`config.mk`:
```
export PLATFORM = sky130hd
export DESIGN_NAME = cache_controller_flat
export DESIGN_NICKNAME = d
export VERILOG_FILES = /design/src/rtl/cache_controller_if.sv /design/src/rtl/cache_controller.sv /design/src/flat_wrapper.sv
export SDC_FILE = /design/constraint.sdc
export NUM_CORES = 1
export LEC_CHECK = 0
export ABC_AREA = 1
export BUFFER_PORTS_ARGS = -buffer_cell sky130_fd_sc_hd__buf_2
export CAP_MARGIN = 20
export CORE_MARGIN = 10
export CORE_UTILIZATION = 40
export CTS_CLUSTER_DIAMETER = 100
export DETAILED_ROUTE_END_ITERATION = 7
export GPL_ROUTABILITY_DRIVEN = 0
export PLACE_DENSITY_LB_ADDON = 0.25
export RECOVER_POWER = 50
export SLEW_MARGIN = 20
export SYNTH_ARGS = -nofsm -noshare
export SYNTH_HDL_FRONTEND = slang
export SYNTH_SLANG_ARGS = --single-unit
```
`constraint.sdc`:
```
create_clock -name clk -period 24.5 [get_ports clk]
set_input_delay 2.45 -clock clk [delete_from_list [all_inputs] [get_ports clk]]
set_output_delay 2.45 -clock clk [all_outputs]
set_load 0.1 [all_outputs]
```
`src/rtl/cache_controller_if.sv`:
```
// CPU, data-RAM and backing-memory signals of the cache controller, bundled.
// The controller takes the slave view; the requester and memories take the master view.
interface cache_controller_if #(
  parameter int ADDR_LENGTH  = 32,
  parameter int INDEX_LENGTH = 4,
  parameter int DATA_LENGTH  = 32,
  parameter int CNT_WIDTH    = 16
);
  logic                    cpu_req_i;
  logic                    cpu_we_i;
  logic [ADDR_LENGTH-1:0]  cpu_addr_i;
  logic [DATA_LENGTH-1:0]  cpu_wdata_i;
  logic [DATA_LENGTH-1:0]  cpu_rdata_o;
  logic                    cpu_ack_o;
  logic [INDEX_LENGTH-1:0] ram_index_o;
  logic [DATA_LENGTH-1:0]  ram_data_o;
  logic                    ram_we_o;
  logic [DATA_LENGTH-1:0]  ram_data_i;
  logic                    mem_req_o;
  logic                    mem_we_o;
  logic [ADDR_LENGTH-1:0]  mem_addr_o;
  logic [DATA_LENGTH-1:0]  mem_wdata_o;
  logic [DATA_LENGTH-1:0]  mem_rdata_i;
  logic                    mem_ack_i;
  logic [CNT_WIDTH-1:0]    hit_cnt_o;
  logic [CNT_WIDTH-1:0]    miss_cnt_o;

  modport slave (
    input  cpu_req_i, cpu_we_i, cpu_addr_i, cpu_wdata_i, ram_data_i, mem_rdata_i, mem_ack_i,
    output cpu_rdata_o, cpu_ack_o, ram_index_o, ram_data_o, ram_we_o,
           mem_req_o, mem_we_o, mem_addr_o, mem_wdata_o, hit_cnt_o, miss_cnt_o
  );

  modport master (
    output cpu_req_i, cpu_we_i, cpu_addr_i, cpu_wdata_i, ram_data_i, mem_rdata_i, mem_ack_i,
    input  cpu_rdata_o, cpu_ack_o, ram_index_o, ram_data_o, ram_we_o,
           mem_req_o, mem_we_o, mem_addr_o, mem_wdata_o, hit_cnt_o, miss_cnt_o
  );
endinterface

```
`src/rtl/cache_controller.sv`:
```
// Direct-mapped, one-word-per-line, write-through, no-write-allocate cache sequencer.
// Tags/valids live here; line data sits in an external combinational-read RAM.
module cache_controller #(
  parameter int ADDR_LENGTH  = 32,
  parameter int INDEX_LENGTH = 4,
  parameter int DATA_LENGTH  = 32,
  parameter int CNT_WIDTH    = 16
) (
  input logic clk,
  input logic rst,
  cache_controller_if.slave bus
);
  localparam int TAG_LENGTH = ADDR_LENGTH - INDEX_LENGTH;
  localparam int LINES      = 1 << INDEX_LENGTH;
  localparam logic [CNT_WIDTH-1:0] CNT_ONE = {{(CNT_WIDTH-1){1'b0}}, 1'b1};

  typedef enum logic [2:0] {IDLE, LOOKUP, MEM_RD, FILL, UPDATE, MEM_WR, RESP} state_t;

  state_t state, next;

  logic [ADDR_LENGTH-1:0]             addr_q;
  logic                               we_q;
  logic [DATA_LENGTH-1:0]             wdata_q, rdata_q;
  logic [LINES-1:0]                   valid;
  logic [LINES-1:0][TAG_LENGTH-1:0]   tags;
  logic [CNT_WIDTH-1:0]               hit_cnt, miss_cnt;

  logic [INDEX_LENGTH-1:0] idx;
  logic [TAG_LENGTH-1:0]   tag;
  logic                    hit;

  assign idx = addr_q[INDEX_LENGTH-1:0];
  assign tag = addr_q[ADDR_LENGTH-1:INDEX_LENGTH];
  assign hit = valid[idx] && (tags[idx] == tag);

  always_ff @(posedge clk or posedge rst) begin
    if (rst) state <= IDLE;
    else     state <= next;
  end

  always_comb begin
    next = state;
    unique case (state)
      IDLE:    if (bus.cpu_req_i) next = LOOKUP;
      LOOKUP:  begin
        if (we_q) next = hit ? UPDATE : MEM_WR;
        else      next = hit ? RESP   : MEM_RD;
      end
      MEM_RD:  if (bus.mem_ack_i) next = FILL;
      FILL:    next = RESP;
      UPDATE:  next = MEM_WR;
      MEM_WR:  if (bus.mem_ack_i) next = RESP;
      RESP:    next = IDLE;
      default: next = IDLE;
    endcase
  end

  always_ff @(posedge clk or posedge rst) begin
    if (rst) begin
      addr_q   <= '0;
      we_q     <= 1'b0;
      wdata_q  <= '0;
      rdata_q  <= '0;
      valid    <= '0;
      tags     <= '0;
      hit_cnt  <= '0;
      miss_cnt <= '0;
    end else begin
      if (state == IDLE && bus.cpu_req_i) begin
        addr_q  <= bus.cpu_addr_i;
        we_q    <= bus.cpu_we_i;
        wdata_q <= bus.cpu_wdata_i;
      end
      if (state == LOOKUP) begin
        if (hit) begin
          if (!we_q) rdata_q <= bus.ram_data_i;
          if (hit_cnt != '1) hit_cnt <= hit_cnt + CNT_ONE;
        end else if (miss_cnt != '1) begin
          miss_cnt <= miss_cnt + CNT_ONE;
        end
      end
      if (state == MEM_RD && bus.mem_ack_i) rdata_q <= bus.mem_rdata_i;
      // Tag/valid only change on a read fill; write misses never allocate.
      if (state == FILL) begin
        tags[idx]  <= tag;
        valid[idx] <= 1'b1;
      end
    end
  end

  // All outputs decode from registered state so reset clears them immediately.
  always_comb begin
    bus.cpu_rdata_o = rdata_q;
    bus.cpu_ack_o   = (state == RESP);
    bus.ram_index_o = idx;
    bus.ram_data_o  = '0;
    bus.ram_we_o    = 1'b0;
    bus.mem_req_o   = 1'b0;
    bus.mem_we_o    = 1'b0;
    bus.mem_addr_o  = '0;
    bus.mem_wdata_o = '0;
    bus.hit_cnt_o   = hit_cnt;
    bus.miss_cnt_o  = miss_cnt;
    unique case (state)
      FILL: begin
        bus.ram_we_o   = 1'b1;
        bus.ram_data_o = rdata_q;
      end
      UPDATE: begin
        bus.ram_we_o   = 1'b1;
        bus.ram_data_o = wdata_q;
      end
      MEM_RD: begin
        bus.mem_req_o  = 1'b1;
        bus.mem_addr_o = addr_q;
      end
      MEM_WR: begin
        bus.mem_req_o   = 1'b1;
        bus.mem_we_o    = 1'b1;
        bus.mem_addr_o  = addr_q;
        bus.mem_wdata_o = wdata_q;
      end
      default: ;
    endcase
  end
endmodule
```
`src/flat_wrapper.sv`:
```
// flat-port wrapper written by rule: the top's interface ports become plain ports
module cache_controller_flat 
#(
  parameter int ADDR_LENGTH  = 32,
  parameter int INDEX_LENGTH = 4,
  parameter int DATA_LENGTH  = 32,
  parameter int CNT_WIDTH    = 16
)
  (clk, rst, bus_cpu_req_i, bus_cpu_we_i, bus_cpu_addr_i, bus_cpu_wdata_i, bus_ram_data_i, bus_mem_rdata_i, bus_mem_ack_i, bus_cpu_rdata_o, bus_cpu_ack_o, bus_ram_index_o, bus_ram_data_o, bus_ram_we_o, bus_mem_req_o, bus_mem_we_o, bus_mem_addr_o, bus_mem_wdata_o, bus_hit_cnt_o, bus_miss_cnt_o);
  cache_controller_if #(.ADDR_LENGTH(ADDR_LENGTH), .INDEX_LENGTH(INDEX_LENGTH), .DATA_LENGTH(DATA_LENGTH), .CNT_WIDTH(CNT_WIDTH)) bus_i ();
  input logic clk;
  input logic rst;
  input wire logic [$bits(bus_i.cpu_req_i)-1:0] bus_cpu_req_i;
  input wire logic [$bits(bus_i.cpu_we_i)-1:0] bus_cpu_we_i;
  input wire logic [$bits(bus_i.cpu_addr_i)-1:0] bus_cpu_addr_i;
  input wire logic [$bits(bus_i.cpu_wdata_i)-1:0] bus_cpu_wdata_i;
  input wire logic [$bits(bus_i.ram_data_i)-1:0] bus_ram_data_i;
  input wire logic [$bits(bus_i.mem_rdata_i)-1:0] bus_mem_rdata_i;
  input wire logic [$bits(bus_i.mem_ack_i)-1:0] bus_mem_ack_i;
  output wire logic [$bits(bus_i.cpu_rdata_o)-1:0] bus_cpu_rdata_o;
  output wire logic [$bits(bus_i.cpu_ack_o)-1:0] bus_cpu_ack_o;
  output wire logic [$bits(bus_i.ram_index_o)-1:0] bus_ram_index_o;
  output wire logic [$bits(bus_i.ram_data_o)-1:0] bus_ram_data_o;
  output wire logic [$bits(bus_i.ram_we_o)-1:0] bus_ram_we_o;
  output wire logic [$bits(bus_i.mem_req_o)-1:0] bus_mem_req_o;
  output wire logic [$bits(bus_i.mem_we_o)-1:0] bus_mem_we_o;
  output wire logic [$bits(bus_i.mem_addr_o)-1:0] bus_mem_addr_o;
  output wire logic [$bits(bus_i.mem_wdata_o)-1:0] bus_mem_wdata_o;
  output wire logic [$bits(bus_i.hit_cnt_o)-1:0] bus_hit_cnt_o;
  output wire logic [$bits(bus_i.miss_cnt_o)-1:0] bus_miss_cnt_o;
  assign bus_i.cpu_req_i = bus_cpu_req_i;
  assign bus_i.cpu_we_i = bus_cpu_we_i;
  assign bus_i.cpu_addr_i = bus_cpu_addr_i;
  assign bus_i.cpu_wdata_i = bus_cpu_wdata_i;
  assign bus_i.ram_data_i = bus_ram_data_i;
  assign bus_i.mem_rdata_i = bus_mem_rdata_i;
  assign bus_i.mem_ack_i = bus_mem_ack_i;
  assign bus_cpu_rdata_o = bus_i.cpu_rdata_o;
  assign bus_cpu_ack_o = bus_i.cpu_ack_o;
  assign bus_ram_index_o = bus_i.ram_index_o;
  assign bus_ram_data_o = bus_i.ram_data_o;
  assign bus_ram_we_o = bus_i.ram_we_o;
  assign bus_mem_req_o = bus_i.mem_req_o;
  assign bus_mem_we_o = bus_i.mem_we_o;
  assign bus_mem_addr_o = bus_i.mem_addr_o;
  assign bus_mem_wdata_o = bus_i.mem_wdata_o;
  assign bus_hit_cnt_o = bus_i.hit_cnt_o;
  assign bus_miss_cnt_o = bus_i.miss_cnt_o;
  cache_controller #(.ADDR_LENGTH(ADDR_LENGTH), .INDEX_LENGTH(INDEX_LENGTH), .DATA_LENGTH(DATA_LENGTH), .CNT_WIDTH(CNT_WIDTH)) u_core (.clk(clk), .rst(rst), .bus(bus_i));
endmodule
```
==> impl_metrics.py <==
metrics = {
    "global_route": {
        "grt_pass1_wl_um": 151000,
        "grt_max_degree": 103,
        "grt_remaining_overflow": 0,
        "grt_pass1_vias": 25300,
        "antenna_found_initial": 3,
        "track_usage_pct": 23.0,
    },
    "synthesis": {
        "yosysTopAreaCell": "dfrtp_1",
        "synth-seq-cells": 596,
        "syn_area_sq_um": 29100,
        "ys_top_cells_by_area": "dfrtp_1 51%, nand2_1 25%, o21ai_0 9.0%, nor2_1 3.5%, clkbuf_1 2.2%",
        "synth-seq-area-share_pct": 51.3,
        "synth_ff_type": "dfrtp_1",
        "syn_area_per_cell_sq_um": 7.27,
        "syn_inst": 4000,
        "ys_async_sr_fraction_pct": 100,
        "ys_types": 32,
        "synth_edf_count": 0,
        "syn_nets": 4135,
        "ys_warn_count": 0,
        "synth.top_cell.area_share_pct": 51.3,
        "yosys-top-cells-count": "1,934 x nand2_1, 596 x dfrtp_1, 523 x o21ai_0",
        "yosysMostFrequentCell": "nand2_1",
    },
    "worst_setup_path": {
        "start_kind": "register",
        "critPathArrivalTime_ns": 12.41,
        "crit_buf_inv": 3,
        "cp.required_ns": 25.04,
        "worstPathCellList": "clkinvlp_2 -> nor2_1 -> clkbuf_1 -> nand2_1 -> nand3_1 -> nand2_1 -> nand2_1 -> nor2_1 -> nand2_1 -> inv_1 -> nor2_1 -> nand2_1 -> nor2_1 -> nand2_1 -> nor2_2 -> nand3_2 -> nand2_2 -> nand2_1 -> nand2_1",
        "criticalPathCategory": "reg -> reg",
        "cp-end-kind": "register",
        "crit_path_top_delay_cell": "clkinvlp_2",
        "path_common_cell": "nand2_1",
        "critPathTopFamily": "simple AND/OR/NAND/NOR gates",
        "critPathMaxFanout": 64,
        "reg2reg_depth": 19,
        "worstSetupPathDepth": 19,
        "slowest_delay_ns": 3.01,
    },
    "timing": {
        "slew_headroom_pct": -230,
        "finalClockSkew_ns": 0.0349,
        "worstMarginPinSlew_ns": 4.94,
        "timing.fmax_ghz": 0.0843,
        "holdWs_ns": 0.458,
        "maxSlewViolCount": 1269,
        "hold_violations": 0,
        "rsz0062_at_grt": "false",
        "setup_tns_ns": 0,
        "finalSetupViolCount": 0,
        "post-route-period-util_pct": 48.4,
        "finalCriticalPeriod_ns": 11.87,
    },
    "final_layout": {
        "drive_gt1_share_pct": 10.8,
        "final_nets": 4278,
        "fillers": 7333,
        "multi_input_area_sq_um": 12500,
        "seq_area_sq_um": 14900,
        "syn_to_final_growth_pct": 13.8,
        "final_util_pct": 46.1,
    },
    "clocking": {
        "cts_hold_repair.buffers": 0,
        "cts_tree": "yes",
        "cts_root_buf": "clkbuf_16",
        "cts_buffers": 66,
        "ctsResizeCount": 0,
        "path_clk_slew_ns": 0.06,
        "postCtsSetupBuffers": 0,
        "insertion_delay_ns": 0.62,
        "htree_levels": 3,
        "clk_path_buf_depth": 3,
        "clock-sinks": 596,
    },
    "detailed_routing": {
        "drtPass1Iterations": 6,
        "vias": 26500,
        "drc": 0,
        "via_per_inst": 5.16,
        "drt-initial-drc-count": 2477,
        "detail-route-antenna-nets": 0,
        "post_drt_wl_per_cell_um": 19.0,
        "wirelength_um": 97400,
    },
    "placed_design": {
        "numPortBuffers": 300,
        "hpwl_um": 61000,
    },
    "floorplan": {
        "ioPinCount": 301,
        "die_h_um": 290,
        "fp-row-count": 98,
        "die_w_um": 290,
        "core_sq_um": 71700,
        "start_util_pct": 40.5,
        "die_area_sq_um": 83900,
    },
    "worst_hold_path": {
        "worst_hold_path_type": "reg -> reg",
        "holdPathStages": 2,
    },
    "power_and_ir_drop": {
        "p_per_area_nw_per_um2": 148,
        "vdd_drop_max_uv": 136,
        "p_leak_nw": 17.5,
    },
    "status": {
        "outcome": "complete, but fails checks",
        "violations": "max-capacitance violations, max-slew violations",
    },
    "flow_run": {
        "max_cap_viol_count": 25,
    },
}
## layer usage
layer | share of wire [%] | GRT usage [%] | wire length (um)
met1 | 43 | 30.8 | 42200
met2 | 46 | 36.7 | 45000
met3 | 6.9 | 3.76 | 6770
met4 | 3.6 | 9.07 | 3510
met5 | 0.0082 | 0 | 8
## stage by stage
stage	cells	power, mW	worst slack [ns]	instance area [sq um]
3_5_place_dp	5024	3.90	19.16	31100
4_1_cts	5137	4.91	18.65	33200
5_1_grt	5139	5.20	12.08	33100
2_1_floorplan	4000	3.30	5.37	29100
3_3_place_gp	5023	3.87	19.16	31000
6_report	5141	4.90	12.63	33100
## flip-flops by register name (all words and copies together), names as in the netlist
| name | count |
|---|---|
| u_core.addr_q | 32 |
| u_core.tags | 448 |
| u_core.bus.cpu_rdata_o | 32 |
| u_core.valid | 16 |
| u_core.state | 3 |
| u_core.bus.hit_cnt_o | 16 |
| u_core.we_q | 1 |
| u_core.wdata_q | 32 |
| u_core.bus.miss_cnt_o | 16 |
## power breakdown
| part | switching [mW] | total [mW] | internal, mW |
|---|---|---|---|
| logic | 1.85 | 2.33 | 0.485 |
| clock network | 0.415 | 0.999 | 0.584 |
| registers | 0.240 | 1.57 | 1.33 |
## layout by cell type (no fill, tap or decap), types with 2 or more instances in the layout
master      count
a21oi_1        76
and2_1          3
buf_2         299
buf_4          28
buf_6           2
bufinv_16       3
clkbuf_1       28
clkbuf_16      68
clkbuf_8       14
clkinv_2       11
clkinv_8        3
clkinvlp_2      2
dfrtp_1       595
diode_2         3
ha_1            2
inv_1         128
inv_6           3
nand2_1      1933
nand2_2         2
nand3_1        95
nand3_2         4
nand3b_1        2
nand4_1        26
nor2_1        265
nor2_2          2
nor2_4          5
nor3_1         24
nor4_1          2
o21ai_0       523
o21ai_1         5
o22ai_1         2
xnor2_1         9
xor2_1         13
## worst paths after layout
path | from | slack, ns | endpoint
setup / recovery | u_core.addr_q[1]$_DFFE_PP0P_ | 12.63 | u_core.bus.cpu_rdata_o[4]$_DFFE_PP0P_
hold / removal | u_core.valid[12]$_DFFE_PP0P_ | 0.46 | u_core.valid[12]$_DFFE_PP0P_
setup reg to reg | u_core.addr_q[1]$_DFFE_PP0P_ | 12.63 | u_core.bus.cpu_rdata_o[4]$_DFFE_PP0P_
hold reg to reg | u_core.valid[12]$_DFFE_PP0P_ | 0.46 | u_core.valid[12]$_DFFE_PP0P_
max in group asynchronous | rst | 15.22 | u_core.addr_q[0]$_DFFE_PP0P_
min in group asynchronous | rst | 3.28 | u_core.tags[45]$_DFFE_PP0P_
## layout make-up
| cell class | instances | area share (%) |
|---|---|---|
| clock buffers | 93 | 5.85 |
| repair buffers | 348 | 5.55 |
| clock inverters | 20 | 0.666 |
| well taps | 950 | 3.59 |
| diodes | 3 | 0.0227 |
| flip-flops and latches | 596 | 45.1 |
| multi-input cells | 2999 | 37.7 |
| inverters | 132 | 1.52 |
## worst register-to-register path: cells and delay by family (launching register included)
kind	cells	cell delay [ns]
buf+inv	3	4.43
flops	1	1.62
simple gates	16	5.75
## cells by family (layout without fill, tap and decap cells)
kind of cell / count (synthesis) / count (layout) / synth area share, %
AO/OA/AOI/OAI: 608 / 608 / 10.5
XOR/XNOR: 22 / 22 / 0.663
adder cells (fa/ha/maj): 2 / 2 / 0.0860
buffers and inverters: 405 / 593 / 5.97
flip-flops: 596 / 596 / 51.3
multiplexers: 1 / 1 / 0.0387
other: 0 / 3 / 0
AND/OR/NAND/NOR: 2366 / 2366 / 31.5
Power figures use the tool's default switching activity.
